==> config.mk <==
export PLATFORM = sky130hd
export DESIGN_NAME = prog_issuer
export DESIGN_NICKNAME = d
export VERILOG_FILES = /design/src/rtl/proc_pkg.sv /design/src/rtl/prog_issuer.sv
export SDC_FILE = /design/constraint.sdc
export NUM_CORES = 1
export LEC_CHECK = 0
export ABC_AREA = 1
export ABC_CLOCK_PERIOD_IN_PS = 1600
export BUFFER_PORTS_ARGS = -buffer_cell sky130_fd_sc_hd__buf_2
export CAP_MARGIN = 5
export CORE_MARGIN = 8
export CORE_UTILIZATION = 32
export DETAILED_ROUTE_END_ITERATION = 6
export GPL_TIMING_DRIVEN = 0
export SYNTH_ARGS = -nofsm -noshare
export SYNTH_HDL_FRONTEND = slang
export SYNTH_SLANG_ARGS = --single-unit
==> constraint.sdc <==
create_clock -name Clock -period 1.6 [get_ports Clock]
set_clock_uncertainty 0.2 [all_clocks]
set_input_delay 0.24 -clock Clock [delete_from_list [all_inputs] [get_ports Clock]]
set_output_delay 0.24 -clock Clock [all_outputs]
set_load 0.03 [all_outputs]
==> src/rtl/proc_pkg.sv <==
// Shared definitions for the 8-bit register processor: instruction word layout and opcodes.
package proc_pkg;

  localparam int DATA_W = 8;

  typedef enum logic [1:0] {
    OP_MV  = 2'b00,
    OP_MVI = 2'b01,
    OP_ADD = 2'b10,
    OP_SUB = 2'b11
  } op_e;

  // Word layout: [7:6] op, [5:3] rX, [2:0] rY
  typedef struct packed {
    op_e        op;
    logic [2:0] rx;
    logic [2:0] ry;
  } instr_t;

  typedef enum logic [2:0] {
    S_IDLE,
    S_READ,
    S_CAPT,
    S_PRESENT,
    S_DONE
  } issue_state_e;

endpackage

==> src/rtl/prog_issuer.sv <==
// Fetches words from a synchronous program ROM and issues them over valid/ready,
// keeping an mvi opcode and its immediate together; free-run, single-step and halt.
module prog_issuer
  import proc_pkg::*;
#(
  parameter int              ADDR_W    = 5,
  parameter int              DATA_W    = proc_pkg::DATA_W,
  parameter int              PROG_LEN  = 32,
  parameter bit              HALT_EN   = 1'b1,
  parameter logic [DATA_W-1:0] HALT_CODE = 8'hFF
) (
  input  logic              Clock,
  input  logic              Reset,
  input  logic              Run,
  input  logic              Step,
  output logic [ADDR_W-1:0] rom_addr,
  input  logic [DATA_W-1:0] rom_q,
  output logic [DATA_W-1:0] dout,
  output logic              dout_valid,
  input  logic              dout_ready,
  output logic              is_imm,
  output logic [ADDR_W-1:0] pc,
  output logic              done
);

  issue_state_e      state, state_nx;
  logic              credit;
  logic              accept;
  logic              is_halt;
  logic              opc_mvi;
  logic [ADDR_W-1:0] pc_inc;

  assign accept   = dout_valid & dout_ready;
  // Only opcode words can halt; an immediate equal to HALT_CODE is plain data.
  assign is_halt  = HALT_EN && !is_imm && (rom_q == HALT_CODE);
  assign opc_mvi  = !is_imm && (op_e'(dout[DATA_W-1 -: 2]) == OP_MVI);
  assign pc_inc   = (pc == ADDR_W'(PROG_LEN - 1)) ? '0 : pc + 1'b1;
  assign rom_addr = pc;
  assign done     = (state == S_DONE);

  always_comb begin
    state_nx = state;
    unique case (state)
      S_IDLE:    if (Run || credit || Step) state_nx = S_READ;
      S_READ:    state_nx = S_CAPT;
      S_CAPT:    state_nx = is_halt ? S_DONE : S_PRESENT;
      // A pending immediate is fetched regardless of Run so mvi stays atomic.
      S_PRESENT: if (accept) state_nx = (opc_mvi || Run) ? S_READ : S_IDLE;
      S_DONE:    state_nx = S_DONE;
      default:   state_nx = S_IDLE;
    endcase
  end

  always_ff @(posedge Clock) begin
    if (Reset) begin
      state      <= S_IDLE;
      pc         <= '0;
      dout       <= '0;
      dout_valid <= 1'b0;
      is_imm     <= 1'b0;
      credit     <= 1'b0;
    end else begin
      state <= state_nx;
      if (state == S_IDLE) begin
        if (state_nx == S_READ) credit <= 1'b0;
      end else if (Step && !Run) begin
        credit <= 1'b1;
      end
      if (state == S_CAPT && !is_halt) begin
        dout       <= rom_q;
        dout_valid <= 1'b1;
      end
      if (state == S_PRESENT && accept) begin
        dout_valid <= 1'b0;
        pc         <= pc_inc;
        is_imm     <= opc_mvi;
      end
    end
  end

endmodule
==> results.cfg, run 1 <==
[global_routing]
grt_usage_pct = 9.32
grt_remaining_overflow = 0
grt_pass1_vias = 925
number_of_antenna_violations_at_the_first_check_in_global_routing = 0
grt_pass1_wl_mm = 3.88
maximum_number_of_pins_on_one_net_before_global_route_repair = 13

[worst_setup_path]
critPathRequiredTime_ns = 1.16
critical_path_class = reg -> out
critical_path.startpoint_type = flop
end_kind = primary output
cp_data_arrival_time_ns = 1.08
worstPathMaxFanout = 3

[die]
fp-row-count = 20
top_level_ports = 34
fp.coreArea_um2 = 2980
die_x_um = 71.1
die_h_um = 71.1
floorplan.initialDensity_pct = 32.6
die_area_um2 = 5060

[yosys]
yosysTopAreaCellShare_pct = 39.1
netlist.top_cell.by_area = dfxtp_1
yosys-top-cells-area = dfxtp_1 39%, nor2_1 13%, nand2_1 11%
syn_area_per_cell_um2 = 6.80
synth_seq_area_share_pct = 39.1
postSynthCellCount = 143
ys_top_cells_by_count = 33 x nor2_1, 28 x nand2_1, 19 x dfxtp_1, 19 x inv_1, 9 x a21oi_1
synth_ff_type = dfxtp_1
postSynth.asyncResetShare_pct = 0
yosys_warnings = 0
synth.cell_area_um2 = 972
post-synth-top-count-cell = nor2_1
synth-edff-count = 0
synth_cell_type_count = 20
yosys_register_bits = 19
postSynthNetCount = 158

[clock_tree]
cts-buffers-inserted = 3
numClockSinks = 19
ctsRootBufferMaster = clkbuf_4
clock_latency_late_sink_ns = 0.30
cts_max_path_buffers = 2
cts_tree = built
cts.clk_slew.worst_paths_ns = 0.12
cts-htree-levels = 1

[sta]
final_period_minus_worst_setup_slack_ns = 1.52
max_slew_violation_total_from_the_final_report = 0
finalHoldViolCount = 0
setup_viol = 0
rsz0062_at_grt = no
worst_slack_ns = 0.0800
finalHoldWorstSlack_ns = 0.0149
timing.fmax_mhz = 658
worstMarginPinSlew_ns = 0.339
max_slew_margin_pct = 77.3
final_cycle_share_pct = 95.0
setup_total_negative_slack_ns = 0

[run_status]
status = finished clean

[drt]
wl_per_cell_um = 10.6
dr.pass1.iters = 4
routed_wirelength_mm = 2.29
initial_drc_count = 13
vias = 953
detail_routed_via_count_per_cell = 4.41
route.detailed.drc = 0
antenna_left = 0

[finish]
final_net_count = 199
area_growth_pct = 28.8
finish.cell_count_without_fillers = 216
final_layout_size_suffix_gt1_share_pct = 35.0
antenna_cells = 0
post-route-cell-area_um2 = 1250

[power]
p_leak_nw = 0.680
vdd_ir_drop_max_mv = 0.469
power_density_nw_per_um2 = 853

[placement]
hpwlAfterDp_mm = 1.82
dpl-instance-area_um2 = 1180
gp_congestion = 0.778
dp_cells = 209
dp_worst_setup_slack_ns = 0.0796
portBuffers = 33

[flow_run]
cap_viol_max_count = 0

[min_path]
worstHoldPathType = in -> reg
## cell families (layout without fill, tap and decap cells)
family,after synthesis,in the layout,synth area share [%]
AO/OA/AOI/OAI,17,17,9.78
buffers and inverters,30,70,15.1
flip-flops,19,19,39.1
adder cells (fa/ha/maj),2,2,2.57
AND/OR/NAND/NOR,75,75,33.5
## layer usage
layer / vias up / track usage [%] / share of wire [%]
met5: - / 0 / 0
met4: 0 / 6.24 / 2.6
met3: 5 / 1.27 / 1.8
met2: 13 / 16.6 / 50
met1: 419 / 10.0 / 45
li1: 516 / - / -
## worst max-delay path: stages (launching register included)
cell and delay [ns]:
dfxtp_2 0.35, inv_2 0.07, nand2_1 0.07, nor2_2 0.14, buf_6 0.15
## sequential cells by signal, summed over array words and instances, names as in the netlist
register    flops
dout_valid      1
credit          1
is_imm          1
state           3
pc              5
dout            8
## layout make-up
cell class                 count  area (um2)
multi-input combinational     94         450
clock inverter                 1        7.51
clock buffer                   3        22.5
timing repair buffer          36         196
tap                           33        41.3
sequential                    19         388
buffer                         8        61.3
fill                         314        1730
inverter                      22        85.1
## through the flow
stage / power (mW) / utilization, %
2_1_floorplan: 0.747 / -
3_3_place_gp: 0.819 / 39.6
3_5_place_dp: 0.825 / 39.6
4_1_cts: 1.09 / 41.0
5_1_grt: 1.15 / 42.1
6_report: 1.07 / 42.1
## cell usage in the layout, fill, tap and decap left out
cell | Yosys | routed
dfxtp_4 | 0 | 1
nor3_2 | 1 | 1
ha_1 | 2 | 2
inv_4 | 1 | 1
buf_4 | 6 | 8
nand3_2 | 2 | 2
inv_1 | 19 | 18
clkinvlp_4 | 0 | 1
dfxtp_1 | 19 | 15
inv_2 | 2 | 3
nand2_2 | 2 | 2
nand2_1 | 28 | 28
a21oi_1 | 9 | 9
nand3_1 | 7 | 7
o21ai_0 | 6 | 6
nor2_2 | 0 | 2
clkbuf_4 | 0 | 3
dlygate4sd3_1 | 0 | 1
a22oi_2 | 1 | 1
o211ai_1 | 1 | 1
buf_6 | 1 | 2
nor2_4 | 1 | 1
dfxtp_2 | 0 | 3
nor2_1 | 33 | 31
buf_2 | 1 | 33
nand3b_1 | 1 | 1
## power breakdown
part	internal (mW)	switching [mW]
clock network	0.0952	0.155
logic	0.0985	0.179
registers	0.514	0.0277
## worst paths after layout
path / start / endpoint / slack [ns] / cells after the start
max reg2reg: pc[0] / pc[0] / 0.13 / 7
max: state[1] / done / 0.08 / 4
min: rom_q[3] / dout[3] / 0.01 / 3
min reg2reg: dout[3] / dout[3] / 0.28 / 2
## timing repair
| item | CTS | global route |
|---|---|---|
| gates resized for setup | 1 | 9 |
| hold endpoints to repair | 4 | 0 |
| pin swaps | 0 | 2 |
| endpoints found under the setup margin | 1 | 5 |
| buffers inserted | 0 | 2 |
| gates cloned | 0 | 0 |
| hold buffers | 1 | 0 |
No activity file was read; power rests on OpenSTA's default activity.
==> inputs of run 2 (changes only) <==
Settings changed: ABC_AREA 1 to not set.
==> run 2 against run 1 <==
Net effect: the flow now finishes with violations (setup timing); critical path type is now reg -> reg; wire length fell by 1.7%; non-clock buffer count rose by 10; die area fell by 5.9%; sequential cell count did not move; worst hold slack improved by 0.0061 ns; total power fell by 0.99%; global-route usage rose by 0.73 points; sequential power fell by 0.7%.
==> results.cfg, run 2 <==
[sta]
rsz0062_at_grt = yes
worst_slack_ns = -0.0970
final_cycle_share_pct = 106
setup_viol = 7
setup_total_negative_slack_ns = -0.318
max_slew_violation_total_from_the_final_report = 0
final_period_minus_worst_setup_slack_ns = 1.70
max_slew_margin_pct = 69.7
timing.fmax_mhz = 589
worstMarginPinSlew_ns = 0.454
finalHoldViolCount = 0

[min_path]
worstHoldPathType = in -> reg

[yosys]
postSynthCellCount = 91
yosys-top-cells-area = dfxtp_1 42%, o221a_2 7.5%, mux2i_1 5.6%
synth_seq_area_share_pct = 42.3
postSynth.asyncResetShare_pct = 0
synth_cell_type_count = 31
synth-edff-count = 0
syn_area_per_cell_um2 = 9.87
postSynthNetCount = 106
synth.cell_area_um2 = 898
yosys_register_bits = 19
ys_top_cells_by_count = 19 x dfxtp_1, 10 x nor2_1, 8 x a21oi_1
netlist.top_cell.by_area = dfxtp_1
post-synth-top-count-cell = dfxtp_1
synth_ff_type = dfxtp_1
yosysTopAreaCellShare_pct = 42.3
yosys_warnings = 0

[drt]
vias = 853
dr.pass1.iters = 4
wl_per_cell_um = 13.1
detail_routed_via_count_per_cell = 4.96
routed_wirelength_mm = 2.25
antenna_left = 0
route.detailed.drc = 0
initial_drc_count = 27

[worst_setup_path]
timing.critical_path.to = pc[2]
worstPathMaxFanout = 4
reg2reg_depth = 5
timing.rr.end = pc[2]
cp_data_arrival_time_ns = 1.73
worst_r2r_startpoint = pc[1]
critPathLaunch = pc[1]
critPathRequiredTime_ns = 1.64
critical_path.startpoint_type = flop
end_kind = flop
critical_path_class = reg -> reg
reg2reg_slack_ns = -0.1

[placement]
portBuffers = 33
gp_congestion = 0.736
hpwlAfterDp_mm = 1.66
dp_worst_setup_slack_ns = -0.167
dpl-instance-area_um2 = 1150

[finish]
mostFrequentLayoutCell = buf_2
post-route-cell-area_um2 = 1290
total_area_of_sequential_cells_um2 = 393
fillers = 277
number_of_flip_flops_under_the_largest_register_name = 8
final_layout_size_suffix_gt1_share_pct = 51.1
top_register = dout
final_net_count = 157
area_growth_pct = 43.9
antenna_cells = 0
layout.cells.most_common_list = 31 x buf_2, 18 x buf_4, 15 x dfxtp_1, 10 x nor2_1, 8 x a21oi_1
multi_input_area_um2 = 490
reg_top3 = dout: 8 flops, pc: 5 flops, state: 3 flops

[global_routing]
grt_pass1_wl_mm = 3.68
grt_usage_pct = 10.1
number_of_antenna_violations_at_the_first_check_in_global_routing = 0
grt_pass1_vias = 831
grt_remaining_overflow = 0
maximum_number_of_pins_on_one_net_before_global_route_repair = 12

[power]
power_density_nw_per_um2 = 819
vdd_ir_drop_max_mv = 0.666
power.total_mw = 1.06
p_leak_nw = 0.630

[die]
fp-row-count = 19
top_level_ports = 34
fp.coreArea_um2 = 2710
die_x_um = 69.0
die_h_um = 69.0
die_area_um2 = 4760
floorplan.initialDensity_pct = 33.1

[clock_tree]
cts_max_path_buffers = 2
cts-buffers-inserted = 3
cts.clk_slew.worst_paths_ns = 0.11
numClockSinks = 19
clock_latency_late_sink_ns = 0.30
cts_tree = built
ctsRootBufferMaster = clkbuf_4
cts-htree-levels = 1

[run_status]
status = finished, violations left
violations = setup timing

[flow_run]
cap_viol_max_count = 0
-- run 2: cell count changes after synthesis, sizes merged, moves of 3 or more --
cell	before	now
inv	22	3
nor2	34	10
nand2	30	1
a31oi	0	3
o21ai	6	2
o221a	0	6
and3	0	3
mux2i	0	5
nand3	9	2
nor3	1	5
-- run 2: routing by layer --
layer	up-vias	track usage, %	part of all wire (%)
met5	-	0	0
met4	0	3.76	1.3
met3	5	5.01	7.4
met2	18	16.0	49
met1	391	11.3	43
li1	439	-	-
-- run 2: where the power goes --
| part | internal [mW] | switching (mW) |
|---|---|---|
| Clock | 0.0933 | 0.155 |
| Combinational | 0.122 | 0.150 |
| Sequential | 0.509 | 0.0296 |
-- run 2: stage by stage --
stage / instances / hold WS, ns / util (%)
floorplan: 91 / 0.117 / -
global placement: 155 / 0.256 / 42.6
detailed placement: 155 / 0.260 / 42.6
CTS: 168 / 0.00743 / 46.2
global route: 172 / 0.00586 / 47.7
finish: 172 / 0.0210 / 47.7
-- run 2: timing repair --
item | in CTS | in global routing
resized for setup | 2 | 6
hold buffers | 3 | 0
endpoints found under the hold margin | 4 | 0
buffers inserted | 7 | 4
gates cloned | 0 | 0
endpoints found under the setup margin | 15 | 17
pin swaps | 1 | 1
-- run 2: worst min path at each step --
stage,startpoint,depth (start not counted),end
2_1_floorplan,Reset,1,state[0]
3_3_place_gp,Reset,2,state[0]
3_5_place_dp,Reset,2,credit
4_1_cts,rom_q[3],2,dout[3]
5_1_grt,rom_q[3],2,dout[3]
6_report,rom_q[3],2,dout[3]
-- run 2: worst max-delay path: stages, from the launching register on --
cell and delay (ns):
dfxtp_4 0.37, ha_4 0.15, and3_4 0.18, ha_4 0.16, or4b_1 0.45, a21oi_1 0.12
-- run 2: area by class of cell --
cell class	instances	area share, %
clock buffers	3	1.74
well taps	31	3.00
repair buffers	47	21.9
flip-flops and latches	19	30.4
inverters	3	0.871
clock inverters	1	0.387
plain buffers	7	3.78
multi-input cells	61	37.9
-- run 2: logic make-up after synthesis --
kind of cell               after synthesis  synth area share (%)
AOI/OAI and AO/OA                       22                  19.9
adders and majority gates                2                  2.79
buffers and inverters                   11                  6.96
DFF                                     19                  42.3
muxes                                    5                  5.57
and+or+nand+nor                         32                  22.4
